<file path="config.mk">
export PLATFORM = sky130hd
export DESIGN_NAME = frame_pattern_gen
export DESIGN_NICKNAME = d
export VERILOG_FILES = /design/src/rtl/frame_gen_pkg.sv /design/src/rtl/frame_pos_tracker.sv /design/src/rtl/frame_pattern_gen.sv
export SDC_FILE = /design/constraint.sdc
export NUM_CORES = 1
export LEC_CHECK = 0
export BUFFER_PORTS_ARGS = -buffer_cell sky130_fd_sc_hd__buf_2
export CAP_MARGIN = 30
export CORE_ASPECT_RATIO = 0.75
export CORE_MARGIN = 1
export CORE_UTILIZATION = 45
export DETAILED_ROUTE_END_ITERATION = 16
export PLACE_DENSITY = 0.75
export SLEW_MARGIN = 20
export SYNTH_ARGS = -nofsm -noshare
export SYNTH_HDL_FRONTEND = slang
export SYNTH_SLANG_ARGS = --single-unit
</file>
<file path="constraint.sdc">
create_clock -name clk -period 6.35 [get_ports clk]
set_clock_uncertainty 0.05 [all_clocks]
set_input_delay 1.27 -clock clk [delete_from_list [all_inputs] [get_ports clk]]
set_output_delay 1.27 -clock clk [all_outputs]
set_load 0.03 [all_outputs]
</file>
<file path="src/rtl/frame_gen_pkg.sv">
// Shared definitions for the frame test-pattern source: pattern encodings,
// position-tracker FSM states and the noise LFSR constants.
package frame_gen_pkg;

    typedef enum logic [2:0] {
        PAT_SOLID   = 3'd0,
        PAT_HRAMP   = 3'd1,
        PAT_VRAMP   = 3'd2,
        PAT_CHECKER = 3'd3,
        PAT_BARS    = 3'd4,
        PAT_DIAG    = 3'd5,
        PAT_LFSR    = 3'd6,
        PAT_RSVD    = 3'd7
    } pattern_e;

    typedef enum logic [1:0] {
        ST_IDLE  = 2'd0,
        ST_FRAME = 2'd1,
        ST_LINE  = 2'd2
    } trk_state_e;

    // Fibonacci LFSR x^16+x^14+x^13+x^11+1, shifting left, taps on bits 15,13,12,10.
    localparam logic [15:0] LFSR_SEED = 16'hACE1;
    localparam logic [15:0] LFSR_TAPS = 16'hB400;

    function automatic logic [15:0] lfsr_step(input logic [15:0] s);
        return {s[14:0], ^(s & LFSR_TAPS)};
    endfunction

endpackage

</file>
<file path="src/rtl/frame_pos_tracker.sv">
// Strobe edge detection, frame/line FSM, column/row counters and timing checks
// for the frame test-pattern source.
module frame_pos_tracker
    import frame_gen_pkg::*;
#(
    parameter int DVAL_HIGH = 640,
    parameter int ROW_COUNT = 480,
    parameter int COL_W     = $clog2(DVAL_HIGH + 1),
    parameter int ROW_W     = $clog2(ROW_COUNT + 1)
) (
    input  logic             clk,
    input  logic             rst_n,
    input  logic             fval_in,
    input  logic             lval_in,
    input  logic             dval_in,
    output logic [COL_W-1:0] col_cur,
    output logic [ROW_W-1:0] row_cur,
    output logic             frame_rise,
    output logic             fval_q,
    output logic             lval_q,
    output logic             dval_q,
    output logic             frame_start,
    output logic             line_start,
    output logic [15:0]      frame_count,
    output logic             err_sync,
    output logic             err_len
);

    localparam logic [COL_W-1:0] COL_MAX = COL_W'(DVAL_HIGH);
    localparam logic [ROW_W-1:0] ROW_MAX = ROW_W'(ROW_COUNT);

    trk_state_e       state, state_d;
    logic [COL_W-1:0] col;
    logic [ROW_W-1:0] row, row_next;
    logic             armed;
    logic             fval_fall, lval_rise, lval_fall;
    logic             in_frame, line_end, frame_end, pix_count;
    logic             col_full, row_full;

    // armed blocks a false rise when reset releases while fval_in is already high.
    assign frame_rise = fval_in & ~fval_q & armed;
    assign fval_fall  = ~fval_in & fval_q;
    assign lval_rise  = lval_in & ~lval_q;
    assign lval_fall  = ~lval_in & lval_q;

    assign in_frame  = (state != ST_IDLE);
    assign line_end  = (state == ST_LINE) & lval_fall & ~frame_rise;
    assign frame_end = in_frame & fval_fall;
    assign pix_count = (in_frame | frame_rise) & lval_in & dval_in;

    assign col_cur  = (frame_rise | lval_rise) ? '0 : col;
    assign row_cur  = frame_rise ? '0 : row;
    assign col_full = (col_cur == COL_MAX);
    assign row_full = (row == ROW_MAX);
    // Line-end row update feeds the frame-end check in the same cycle.
    assign row_next = (line_end && !row_full) ? row + 1'b1 : row;

    // NOTE: every variable gets a default before the case so no latch is inferred.
    always_comb begin
        state_d = state;
        if (frame_rise) begin
            state_d = lval_in ? ST_LINE : ST_FRAME;
        end else begin
            case (state)
                ST_FRAME: begin
                    if (fval_fall)      state_d = ST_IDLE;
                    else if (lval_rise) state_d = ST_LINE;
                end
                ST_LINE: begin
                    if (fval_fall)      state_d = ST_IDLE;
                    else if (lval_fall) state_d = ST_FRAME;
                end
                default: state_d = ST_IDLE;
            endcase
        end
    end

    // NOTE: sequential state uses non-blocking assignments so all flops update together.
    always_ff @(posedge clk or negedge rst_n) begin
        if (!rst_n) begin
            state       <= ST_IDLE;
            fval_q      <= 1'b0;
            lval_q      <= 1'b0;
            dval_q      <= 1'b0;
            armed       <= 1'b0;
            frame_start <= 1'b0;
            line_start  <= 1'b0;
            col         <= '0;
            row         <= '0;
            frame_count <= '0;
            err_sync    <= 1'b0;
            err_len     <= 1'b0;
        end else begin
            state       <= state_d;
            fval_q      <= fval_in;
            lval_q      <= lval_in;
            dval_q      <= dval_in;
            armed       <= armed | ~fval_in;
            frame_start <= frame_rise;
            line_start  <= lval_rise & (in_frame | frame_rise);

            if (dval_in && !(fval_in && lval_in)) err_sync <= 1'b1;
            else if (frame_rise)                  err_sync <= 1'b0;

            if (pix_count)                     col <= col_full ? col_cur : col_cur + 1'b1;
            else if (frame_rise || lval_rise)  col <= '0;

            row <= frame_rise ? '0 : row_next;

            if (frame_end) frame_count <= frame_count + 16'd1;

            if (frame_rise) begin
                err_len <= 1'b0;
            end else if ((pix_count && col_full) ||
                         (line_end && (col_cur != COL_MAX || row_full)) ||
                         (frame_end && row_next != ROW_MAX)) begin
                err_len <= 1'b1;
            end
        end
    end

endmodule

</file>
<file path="src/rtl/frame_pattern_gen.sv">
// Test-pattern pixel source driven by frame timing strobes.
// Define FRAME_PATTERN_LFSR_EN to build the LFSR noise pattern (6); otherwise 6 is solid.
module frame_pattern_gen
    import frame_gen_pkg::*;
#(
    parameter int          DVAL_HIGH     = 640,
    parameter int          ROW_COUNT     = 480,
    parameter int          PIXEL_W       = 8,
    parameter int unsigned SOLID_VALUE   = 32'h80,
    parameter int          CHECKER_SHIFT = 3
) (
    input  logic               clk,
    input  logic               rst_n,
    input  logic               fval_in,
    input  logic               lval_in,
    input  logic               dval_in,
    input  logic [2:0]         pattern_sel,
    output logic [PIXEL_W-1:0] pixel_data,
    output logic               fval_out,
    output logic               lval_out,
    output logic               dval_out,
    output logic               frame_start,
    output logic               line_start,
    output logic [15:0]        frame_count,
    output logic               err_sync,
    output logic               err_len
);

    localparam int COL_W = $clog2(DVAL_HIGH + 1);
    localparam int ROW_W = $clog2(ROW_COUNT + 1);
    localparam logic [PIXEL_W-1:0] SOLID_PIX = PIXEL_W'(SOLID_VALUE);

    function automatic logic [8*PIXEL_W-1:0] build_bar_lut();
        logic [8*PIXEL_W-1:0] lut;
        lut = '0;
        for (int b = 0; b < 8; b++) begin
            lut[b*PIXEL_W +: PIXEL_W] = PIXEL_W'((b * ((1 << PIXEL_W) - 1)) / 7);
        end
        return lut;
    endfunction

    localparam logic [8*PIXEL_W-1:0] BAR_LUT = build_bar_lut();

    logic [COL_W-1:0]   col_cur;
    logic [ROW_W-1:0]   row_cur;
    logic               frame_rise;
    logic [31:0]        col_x, row_x;
    logic [2:0]         bar_idx;
    pattern_e           pat_q, pat_cur;
    logic [PIXEL_W-1:0] pix_next;

    frame_pos_tracker #(
        .DVAL_HIGH (DVAL_HIGH),
        .ROW_COUNT (ROW_COUNT),
        .COL_W     (COL_W),
        .ROW_W     (ROW_W)
    ) u_tracker (
        .clk         (clk),
        .rst_n       (rst_n),
        .fval_in     (fval_in),
        .lval_in     (lval_in),
        .dval_in     (dval_in),
        .col_cur     (col_cur),
        .row_cur     (row_cur),
        .frame_rise  (frame_rise),
        .fval_q      (fval_out),
        .lval_q      (lval_out),
        .dval_q      (dval_out),
        .frame_start (frame_start),
        .line_start  (line_start),
        .frame_count (frame_count),
        .err_sync    (err_sync),
        .err_len     (err_len)
    );

    // A pixel emitted on the frame-start cycle already uses the newly selected pattern.
    assign pat_cur = frame_rise ? pattern_e'(pattern_sel) : pat_q;
    assign col_x   = 32'(col_cur);
    assign row_x   = 32'(row_cur);

    always_comb begin
        bar_idx = '0;
        for (int k = 1; k < 8; k++) begin
            if (col_x >= 32'((k * DVAL_HIGH) / 8)) bar_idx = bar_idx + 3'd1;
        end
    end

`ifdef FRAME_PATTERN_LFSR_EN
    logic [15:0] lfsr_q, lfsr_cur;

    assign lfsr_cur = frame_rise ? LFSR_SEED : lfsr_q;

    always_ff @(posedge clk or negedge rst_n) begin
        if (!rst_n)          lfsr_q <= LFSR_SEED;
        else if (dval_in)    lfsr_q <= lfsr_step(lfsr_cur);
        else if (frame_rise) lfsr_q <= LFSR_SEED;
    end
`endif

    always_comb begin
        pix_next = SOLID_PIX;
        case (pat_cur)
            PAT_HRAMP:   pix_next = PIXEL_W'(col_x);
            PAT_VRAMP:   pix_next = PIXEL_W'(row_x);
            PAT_CHECKER: pix_next = {PIXEL_W{col_x[CHECKER_SHIFT] ^ row_x[CHECKER_SHIFT]}};
            PAT_BARS:    pix_next = BAR_LUT[32'(bar_idx)*PIXEL_W +: PIXEL_W];
            PAT_DIAG:    pix_next = PIXEL_W'(col_x + row_x + 32'(frame_count));
`ifdef FRAME_PATTERN_LFSR_EN
            PAT_LFSR:    pix_next = lfsr_cur[PIXEL_W-1:0];
`endif
            default:     pix_next = SOLID_PIX;
        endcase
    end

    always_ff @(posedge clk or negedge rst_n) begin
        if (!rst_n) begin
            pat_q      <= PAT_SOLID;
            pixel_data <= '0;
        end else begin
            if (frame_rise) pat_q <= pattern_e'(pattern_sel);
            pixel_data <= dval_in ? pix_next : '0;
        end
    end

endmodule

</file>
Word level (Yosys, flattened, before mapping):

Index checks and enable logic that the tools add are counted.

* $add $sub $neg: 11
* $lt $le $gt $ge: 7
* eq/ne operators: 13
* shift operators: 1
* multiplexer cells: 28
* bitwise operators: 20
* reduce and logical (&&, ||, !) cells: 17

Operators by type and width (count)
* variable part select 64 x 7 -> 8 bit (first input constant): 1
* two-way mux 10 bit: 4
* case mux 8 bit (5 select lines): 1
* greater-or-equal comparator 10 x 9 -> 1 bit (second input constant): 3
* two-way mux 3 bit: 7
* greater-or-equal comparator 10 x 8 -> 1 bit (second input constant): 2
* adder 3 x 1 -> 3 bit (second input constant): 6
* two-way mux 9 bit: 2
* adder 16 x 1 -> 16 bit (second input constant): 1
* adder 8 bit: 2
* two-way mux 8 bit: 2
* two-way mux 2 bit: 6
* AND 1 bit: 11
* adder 10 x 1 -> 10 bit (second input constant): 1
* equality test 10 bit (second input constant): 1
* greater-or-equal comparator 10 bit (second input constant): 1
* greater-or-equal comparator 10 x 7 -> 1 bit (second input constant): 1
* != test 10 bit (second input constant): 1
* adder 9 x 1 -> 9 bit (second input constant): 1
* equality test 9 bit (second input constant): 1
* != test 9 bit (second input constant): 1
* != test 4 x 1 -> 1 bit (second input constant): 2
* nonzero test 2 bit: 4
* equality test 3 x 2 -> 1 bit (second input constant): 2
* other kinds (13): 33

* register bits: 56
* bits of input ports: 8

Logic depth before layout (Yosys ltp):

Gate-level depths: netlist of run 1.

* depth after elaboration: 22
* gate-level depth with buffers: 23

Cells and area by module:

Synthesis of run 1 repeated with hierarchy kept, for this count alone.

* cell total of the unflattened synthesis: 427
* area total of the unflattened synthesis: 4090.2 um^2

By module, submodules not included
* frame_pos_tracker: times used 1, cells each 240, area an instance 2374.8 um^2, sequential area each 1126.1 um^2
* frame_pattern_gen: times used 1, cells each 187, area an instance 1715.4 um^2, sequential area each 275.3 um^2

Least setup slack after synthesis of run 1:

OpenSTA, ideal clock, no wires.

* path kind: in2reg
* from: in lval_in
* to: reg pixel_data[0]
* setup time: 0.067 ns
* arrival: 5.176 ns
* data required time: 6.233 ns
* path slack: 1.057 ns
* stages on the path: 21
* path buffers: 3
* cells stage by stage: buf_2 nor2b_1 nor2_1 buf_4 o31ai_1 ha_1 buf_2 xor2_1 ha_1 a21o_1 a21oi_1 nor2_1 o31a_1 o211ai_1 ha_1 or2_2 o221a_2 ha_1 nor2_1 nand4_1 nand3_2

* cells in the longest elaborated chain, start to end: 20

Ends and longest elaborated chain
* start: declaration: RTL line frame_pattern_gen.sv:15 `input logic lval_in,`
* AND 1 bit *: RTL line frame_pos_tracker.sv:43 `assign lval_rise = lval_in & ~lval_q;`
* bitwise OR 1 bit *: RTL line frame_pos_tracker.sv:51 `assign col_cur = (frame_rise | lval_rise) ? '0 : col;`
* two-way mux 10 bit *: RTL line frame_pos_tracker.sv:51
* greater-or-equal comparator 10 x 7 -> 1 bit: RTL line frame_pattern_gen.sv:84 `if (col_x >= 32'((k * DVAL_HIGH) / 8)) bar_idx = bar_idx + 3'd1;`
* two-way mux 1 bit: RTL line frame_pattern_gen.sv:84
* adder 3 x 1 -> 3 bit: RTL line frame_pattern_gen.sv:84
* two-way mux 3 bit: RTL line frame_pattern_gen.sv:84
* adder 3 x 1 -> 3 bit: RTL line frame_pattern_gen.sv:84
* [... 4 more ...]
* two-way mux 3 bit: RTL line frame_pattern_gen.sv:84
* adder 3 x 1 -> 3 bit: RTL line frame_pattern_gen.sv:84
* two-way mux 3 bit: RTL line frame_pattern_gen.sv:84
* adder 3 x 1 -> 3 bit: RTL line frame_pattern_gen.sv:84
* two-way mux 3 bit: RTL line frame_pattern_gen.sv:84
* variable part select 64 x 7 -> 8 bit: RTL line frame_pattern_gen.sv:106 `PAT_BARS: pix_next = BAR_LUT[32'(bar_idx)*PIXEL_W +: PIXEL_W];`
* case mux 8 bit (5 select lines) *: RTL line frame_pattern_gen.sv:102 `case (pat_cur)`
* two-way mux 8 bit *: RTL line frame_pattern_gen.sv:121 `pixel_data <= dval_in ? pix_next : '0;`
* end signal: assignment: RTL line frame_pattern_gen.sv:121
* end: declaration: RTL line frame_pattern_gen.sv:18 `output logic [PIXEL_W-1:0] pixel_data,`

Mark *: on every way between the ends. The rest lies on a longest branch, timed or not.
A chain may end at the register's enable or synchronous reset.

Worst setup path after layout of run 1:

* from: in lval_in
* to: reg pixel_data[4]

The elaborated chain is that of the path after synthesis.

==> metrics.txt, run 1 <==
outcome=completed; largest net degree at the start of global routing=57; WP data arrival=just under 6 ns; Worst Path Max Fanout=11; residual DRC count=0; Synthesis Warnings=0; CORE AREA=about 9100 µm²; part of the cycle the worst path needs=between 80% and 90%; ys async rst share=100%; vias in the first global route=approximately 3,200; share of layout cells above drive strength 1=14.7%; Via density=5.77; Starting Density=46.5%; Max-Cap Viols=0; Synth Flop Type=dfrtp_1; HP Class=flip-flop to flip-flop; final setup violation count=0; Logic pwr share=roughly 28%; Layout Area Growth over Synthesis=9.54%; final core utilization=approximately 50%; Cells after DPL=~600; DRT Wirelength=about 10000 µm; crit path cell chain=buf_2 -> nand2b_1 -> nand2_1 -> a21oi_1 -> inv_1 -> ha_1 -> xor2_1 -> ha_1 -> a21o_1 -> a21oi_1 -> nor2_1 -> o31a_1 -> o211ai_1 -> ha_1 -> nand2_1 -> nor2_1 -> xnor3_2 -> xnor2_2 -> nand3_2 -> a41oi_2; I/O Pins=39; WS Path Type=input pin to flip-flop; placed inst area=approximately 4500 µm²; Tightest Pin Transition=roughly 0.71 ns; antenna cells=0; Layout Cells excl Fill=617; Clk pin slew, worst setup/hold paths=about 0.070 ns; hold buffers post-CTS=0; post-CTS setup buffers=0; slowest stage cell, crit path=ha_1; die area=9780 µm²; Leakage Power=approximately 2.1 nW; fmax=~180 MHz; switching share of power=a little over a third; fin crit period=between 5 and 6 ns; Final Hold Fails=0; syn nets=approximately 510; H-tree lvl count=2; Slew headroom=53.0%; Crit path largest cell delay=about 0.44 ns; initial drt markers=approximately 320; GR Overflow Total=0; Detail Route Antenna Nets=0; Yosys cell types=75; Setup Total Neg Slack=0 ns; CTS Buffer Depth=2; fin nets=about 530; number of antenna violations at the first check in global routing=0; CTS tree=done; clk root buf=clkbuf_16; Chip Width=between 100 and 150 µm; Pins Over Slew Limit=0; row cnt=30; min setup slack post-route=a little over 0.7 ns; Via Count=roughly 3,600; Synth top area share=33.2%; synthesized area=between 4000 and 5000 µm²; Worst Path Required=approximately 6.5 ns; post-route cell area=4630 µm²; worst hold slack=about 0.43 ns; DR pass1 iterations=5; synth top area cells=dfrtp_1, ha_1, xnor2_1, nand2_1, nor2_1; all-layer global routing usage=between 20% and 30%; CTS Buf Count=5; Post-DP HPWL=7410 µm; post-synth top area cell=dfrtp_1; sequential share of power=between 40% and 50%; internal power=around 0.64 mW; startpoint types=input pin; cell mode on critical path=ha_1; first-pass GRT wire length=16,400 µm; VDD IR max=between 0.1 and 0.15 mV; clk_lat worst skew=around 0.3 ns; clk sinks=56; RSZ-0062 raised after global routing=false; Cells after Synth=roughly 460; pre-CTS WS=0.508 ns; Wirelength per Cell=about 16 µm; CP endpoint kind=flip-flop; Clock power frac=~28%; post_cts resized=0; Net Sw Power=roughly 0.36 mW; total power=about 1.0 mW; Vert. Die Dim=85.9 µm; EDFF count, synth=0; Port Buffer Count=38; number of synthesized register bits=between 50 and 60; post-synthesis sequential area ratio=approximately a third; fill count=~860; synthesized area per cell=9.10 µm²; pwr/cell area=approximately 220 nW/µm²; gpl congestion=0.866
## power groups by stage
stage / Clock, mW / Combinational, mW / Sequential, mW
floorplan: 0 / 0.167 / 0.478
global placement: 0 / 0.278 / 0.448
detailed placement: 0 / 0.285 / 0.450
finish: 0.277 / 0.286 / 0.442
global route: 0.294 / 0.317 / 0.449
CTS: 0.279 / 0.286 / 0.443
## cell usage in the layout (no fill, tap or decap), drive strengths merged, types with 4 or more instances in the layout
master,Yosys,final
o2111ai,5,5
nand2,47,47
a211oi,8,8
nand3,19,19
ha,27,27
o21ai,16,16
mux2i,6,6
nor2,39,39
clkbuf,12,5
and3,9,9
fa,6,6
xor2,16,16
buf,12,41
nor2b,4,4
a21oi,24,24
nor3,7,7
dfrtp,56,56
a21o,4,4
nand2b,4,4
o21a,4,4
xnor2,28,28
or3,7,7
inv,24,24
nand4,14,14
or2,5,5
## metal layers
metal / up-vias / wire [µm] / track usage, %
met3: 4 / 645 / 3.96
met2: 117 / 4180 / 30.8
li1: 1700 / - / -
met4: 0 / 46 / 3.66
met1: 1737 / 5090 / 33.0
met5: - / 0 / 0
## cells in the mapped netlist (3+ instances only)
| master | count |
|---|---|
| o2111ai_1 | 5 |
| a21oi_1 | 24 |
| mux2i_1 | 5 |
| or2_2 | 3 |
| nand3_1 | 17 |
| nor2_1 | 39 |
| a21o_1 | 4 |
| nor2b_1 | 4 |
| o21ai_0 | 14 |
| o21a_1 | 4 |
| and2_1 | 3 |
| fa_1 | 6 |
| clkbuf_1 | 12 |
| nand2_1 | 47 |
| o211ai_1 | 3 |
| nor3_1 | 7 |
| a211oi_1 | 7 |
| nand2b_1 | 4 |
| xnor2_1 | 27 |
| or3_1 | 7 |
| a31oi_1 | 3 |
| xor2_1 | 16 |
| dfrtp_1 | 56 |
| nand4_1 | 14 |
| mux2_2 | 3 |
| buf_2 | 8 |
| nand4b_1 | 3 |
| and3_1 | 9 |
| inv_1 | 21 |
| ha_1 | 27 |
## cells by family (layout without fill, tap and decap cells)
group	count (synthesis)	in the layout	share of synthesized area (%)
buf+inv	48	73	4.98
compound gates	99	99	16.7
mux	9	9	2.52
fa+ha+maj	33	33	10.8
simple gates	173	173	21.4
flops	56	56	33.2
xor+xnor	46	46	10.4
## registers in the layout, indices dropped and copies added (netlist names), 2 cells and up
| name | count |
|---|---|
| u_tracker.frame_count | 16 |
| pat_q | 3 |
| pixel_data | 8 |
| u_tracker.state | 2 |
| u_tracker.col | 10 |
| u_tracker.row | 9 |
## area by class of cell
class                   instances  area [µm²]  area share [%]
clock buffers                   5         125            2.70
clock inverters                 3        23.8           0.514
inverters                      24        95.1            2.06
multi-input cells             360        2610            56.5
flip-flops and latches         56        1400            30.3
well taps                     128         160            3.46
repair buffers                 41         209            4.52
## worst paths after layout
| kind | start | end | slack (ns) | depth (start not counted) |
|---|---|---|---|---|
| min reg2reg | u_tracker.frame_count[15] | u_tracker.frame_count[15] | 0.43 | 1 |
| min in group asynchronous | rst_n | pixel_data[3] | 1.05 | 2 |
| max in group asynchronous | rst_n | u_tracker.col[3] | 4.72 | 2 |
| min | u_tracker.frame_count[15] | u_tracker.frame_count[15] | 0.43 | 1 |
| max reg2reg | u_tracker.lval_q | pixel_data[4] | 1.43 | 19 |
| max | lval_in | pixel_data[4] | 0.73 | 20 |
## critical path: cells and delay by family
| family | cells | cell delay (ns) |
|---|---|---|
| adder cells (fa/ha/maj) | 3 | 0.93 |
| AND/OR/NAND/NOR | 6 | 1.10 |
| buffers and inverters | 2 | 0.27 |
| XOR/XNOR | 3 | 0.79 |
| AO/OA/AOI/OAI | 6 | 1.41 |
Power figures use the tool's default switching activity.
==> run 2, diff against run 1 <==
Settings changed: ABC_AREA set to 1, CAP_MARGIN 30 to 0.
==> metrics.txt, run 2 <==
DR pass1 iterations=10; synth top area cells=dfrtp_1, ha_1, nand2_1, xor2_1, inv_1; hold depth=1; fin nets=591; first-pass GRT wire length=approximately 15,000 µm; post-CTS setup buffers=0; VDD IR max=roughly 0.16 mV; post-route cell area=about 4700 µm²; Vert. Die Dim=85.5 µm; clk sinks=56; biggest regs=u_tracker.frame_count (16), u_tracker.col (10), u_tracker.row (9); die area=between 9000 and 10,000 µm²; pwr/cell area=230 nW/µm²; final setup violation count=0; number of antenna violations at the first check in global routing=0; Max-Cap Viols=0; Detail Route Antenna Nets=0; CTS tree=done; failing checks=DRC; CORE AREA=9050 µm²; I/O Pins=39; Chip Width=approximately 110 µm; Worst Path Max Fanout=23; Pins Over Slew Limit=0; initial drt markers=approximately 200; Cells after Synth=between 500 and 600; Post-DP HPWL=a little under 7000 µm; Final Hold Fails=0; Buf/Inv on CP=5; pre-CTS WS=0.406 ns; Register-to-Register Setup Slack=1.41 ns; switching share of power=approximately 38%; CTS Buffer Depth=2; Leakage Power=2.45 nW; Clock power frac=around a quarter; vias in the first global route=between 3,000 and 4,000; largest net degree at the start of global routing=57; internal power=roughly 0.66 mW; synthesized area=4190 µm²; fmax=178 MHz; Via density=4.99; CP Launch Point=fval_in; WP data arrival=a little under 6 ns; RSZ-0062 raised after global routing=false; hold buffers post-CTS=0; syn nets=550; clk root buf=clkbuf_16; Synthesis Warnings=0; Logic pwr share=around 32%; clk_lat worst skew=roughly 0.3 ns; part of the cycle the worst path needs=roughly nine tenths; Setup Total Neg Slack=0 ns; DRT Wirelength=8800 µm; Synth top area share=33.5%; Crit path max-delay family=simple AND/OR/NAND/NOR gates; top post-synthesis cells by count=nand2_1, inv_1, dfrtp_1; Layout Area Growth over Synthesis=11.1%; synthesized area per cell=8.22 µm²; row cnt=30; Wirelength per Cell=roughly 13 µm; Layout Cells excl Fill=678; slowest stage cell, crit path=ha_1; Slew headroom=between 40% and 50%; ys async rst share=100%; Reg2Reg Depth=26; Crit path largest cell delay=between 0.3 and 0.4 ns; Starting Density=between 40% and 50%; HP Class=flip-flop to flip-flop; antenna cells=0; Stages on worst setup path=28; GR Overflow Total=0; cell with the most instances after synthesis=nand2_1; WS Path Type=input pin to flip-flop; crit path to=pixel_data[0]; Cells after DPL=671; share of layout cells above drive strength 1=roughly 19%; H-tree lvl count=2; CTS Buf Count=5; Net Sw Power=roughly 0.40 mW; Worst Path Required=6.52 ns; most frequent cells in the layout=nand2_1, inv_1, dfrtp_1; fin crit period=about 5.6 ns; most common cell after layout, fill and taps aside=nand2_1; all-layer global routing usage=19.8%; min setup slack post-route=between 0.7 and 0.8 ns; placed inst area=about 4500 µm²; post_cts resized=0; number of synthesized register bits=56; cell mode on critical path=ha_1; Clk pin slew, worst setup/hold paths=0.07 ns; Critical R2R Launch=u_tracker.fval_q; EDFF count, synth=0; gpl congestion=~0.9; startpoint types=input pin; post-synth top area cell=dfrtp_1; CP endpoint kind=flip-flop; post-synthesis sequential area ratio=33.5%; residual DRC count=1; sequential share of power=between 40% and 50%; outcome=complete, but fails checks; r2r endpoint=pixel_data[0]; worst hold slack=around 0.42 ns; Tightest Pin Transition=0.811 ns; Via Count=roughly 3,400; Port Buffer Count=38; Synth Flop Type=dfrtp_1; Top reg by flops=u_tracker.frame_count; number of flip-flops in the largest register=16; Yosys cell types=just under 50
## run 2: changes by cell type after synthesis, moves of 10 or more
cell      change
nand2_1      +31
xor2_1       +12
nor2_1       +11
clkbuf_1     -10
nand3_1      +20
inv_1        +44
inv_2        +11
xnor2_1      -19
## run 2: power groups by stage
stage | combinational [mW] | sequential (mW) | clock (mW)
after CTS | 0.346 | 0.455 | 0.278
after floorplan | 0.194 | 0.513 | 0
final | 0.345 | 0.454 | 0.269
after global routing | 0.387 | 0.462 | 0.287
after detailed placement | 0.345 | 0.461 | 0
after global placement | 0.341 | 0.461 | 0
## run 2: area by class of cell
| cell class | instances | area, µm² |
|---|---|---|
| clock buffer | 5 | 125 |
| clock inverter | 2 | 12.5 |
| fill | 855 | 4390 |
| inverter | 81 | 307 |
| multi-input combinational | 367 | 2450 |
| sequential | 56 | 1400 |
| tap | 128 | 160 |
| timing repair buffer | 39 | 198 |
## run 2: worst min path at each step
stage,startpoint,endpoint
floorplan,pat_q[1],pat_q[1]
global placement,u_tracker.lval_q,u_tracker.line_start
detailed placement,u_tracker.frame_count[15],u_tracker.frame_count[15]
CTS,u_tracker.frame_count[15],u_tracker.frame_count[15]
global route,u_tracker.frame_count[15],u_tracker.frame_count[15]
finish,u_tracker.lval_q,u_tracker.line_start
## run 2: per-layer routing
layer	global-route usage, %	up-vias	routed length (µm)	share of wire (%)
li1	-	1730	-	-
met1	29.6	1565	4570	52
met2	28.3	79	3540	40
met3	4.03	12	539	6.1
met4	6.70	0	150	1.7
met5	0	-	0	0
## run 2: logic make-up (layout without fill, tap and decap cells)
| family | Yosys count | in the layout | synth area share, % |
|---|---|---|---|
| adder cells (fa/ha/maj) | 33 | 33 | 10.9 |
| AND/OR/NAND/NOR | 236 | 236 | 31.1 |
| flip-flops | 56 | 56 | 33.5 |
| AO/OA/AOI/OAI | 62 | 62 | 8.97 |
| buffers and inverters | 86 | 127 | 8.01 |
| XOR/XNOR | 36 | 36 | 7.53 |
## run 2: stage by stage
stage          total power, mW  util, %
2_1_floorplan            0.707        -
3_3_place_gp             0.802     49.9
3_5_place_dp             0.806     49.9
4_1_cts                   1.08     51.4
5_1_grt                   1.14     51.4
6_report                  1.07     51.4
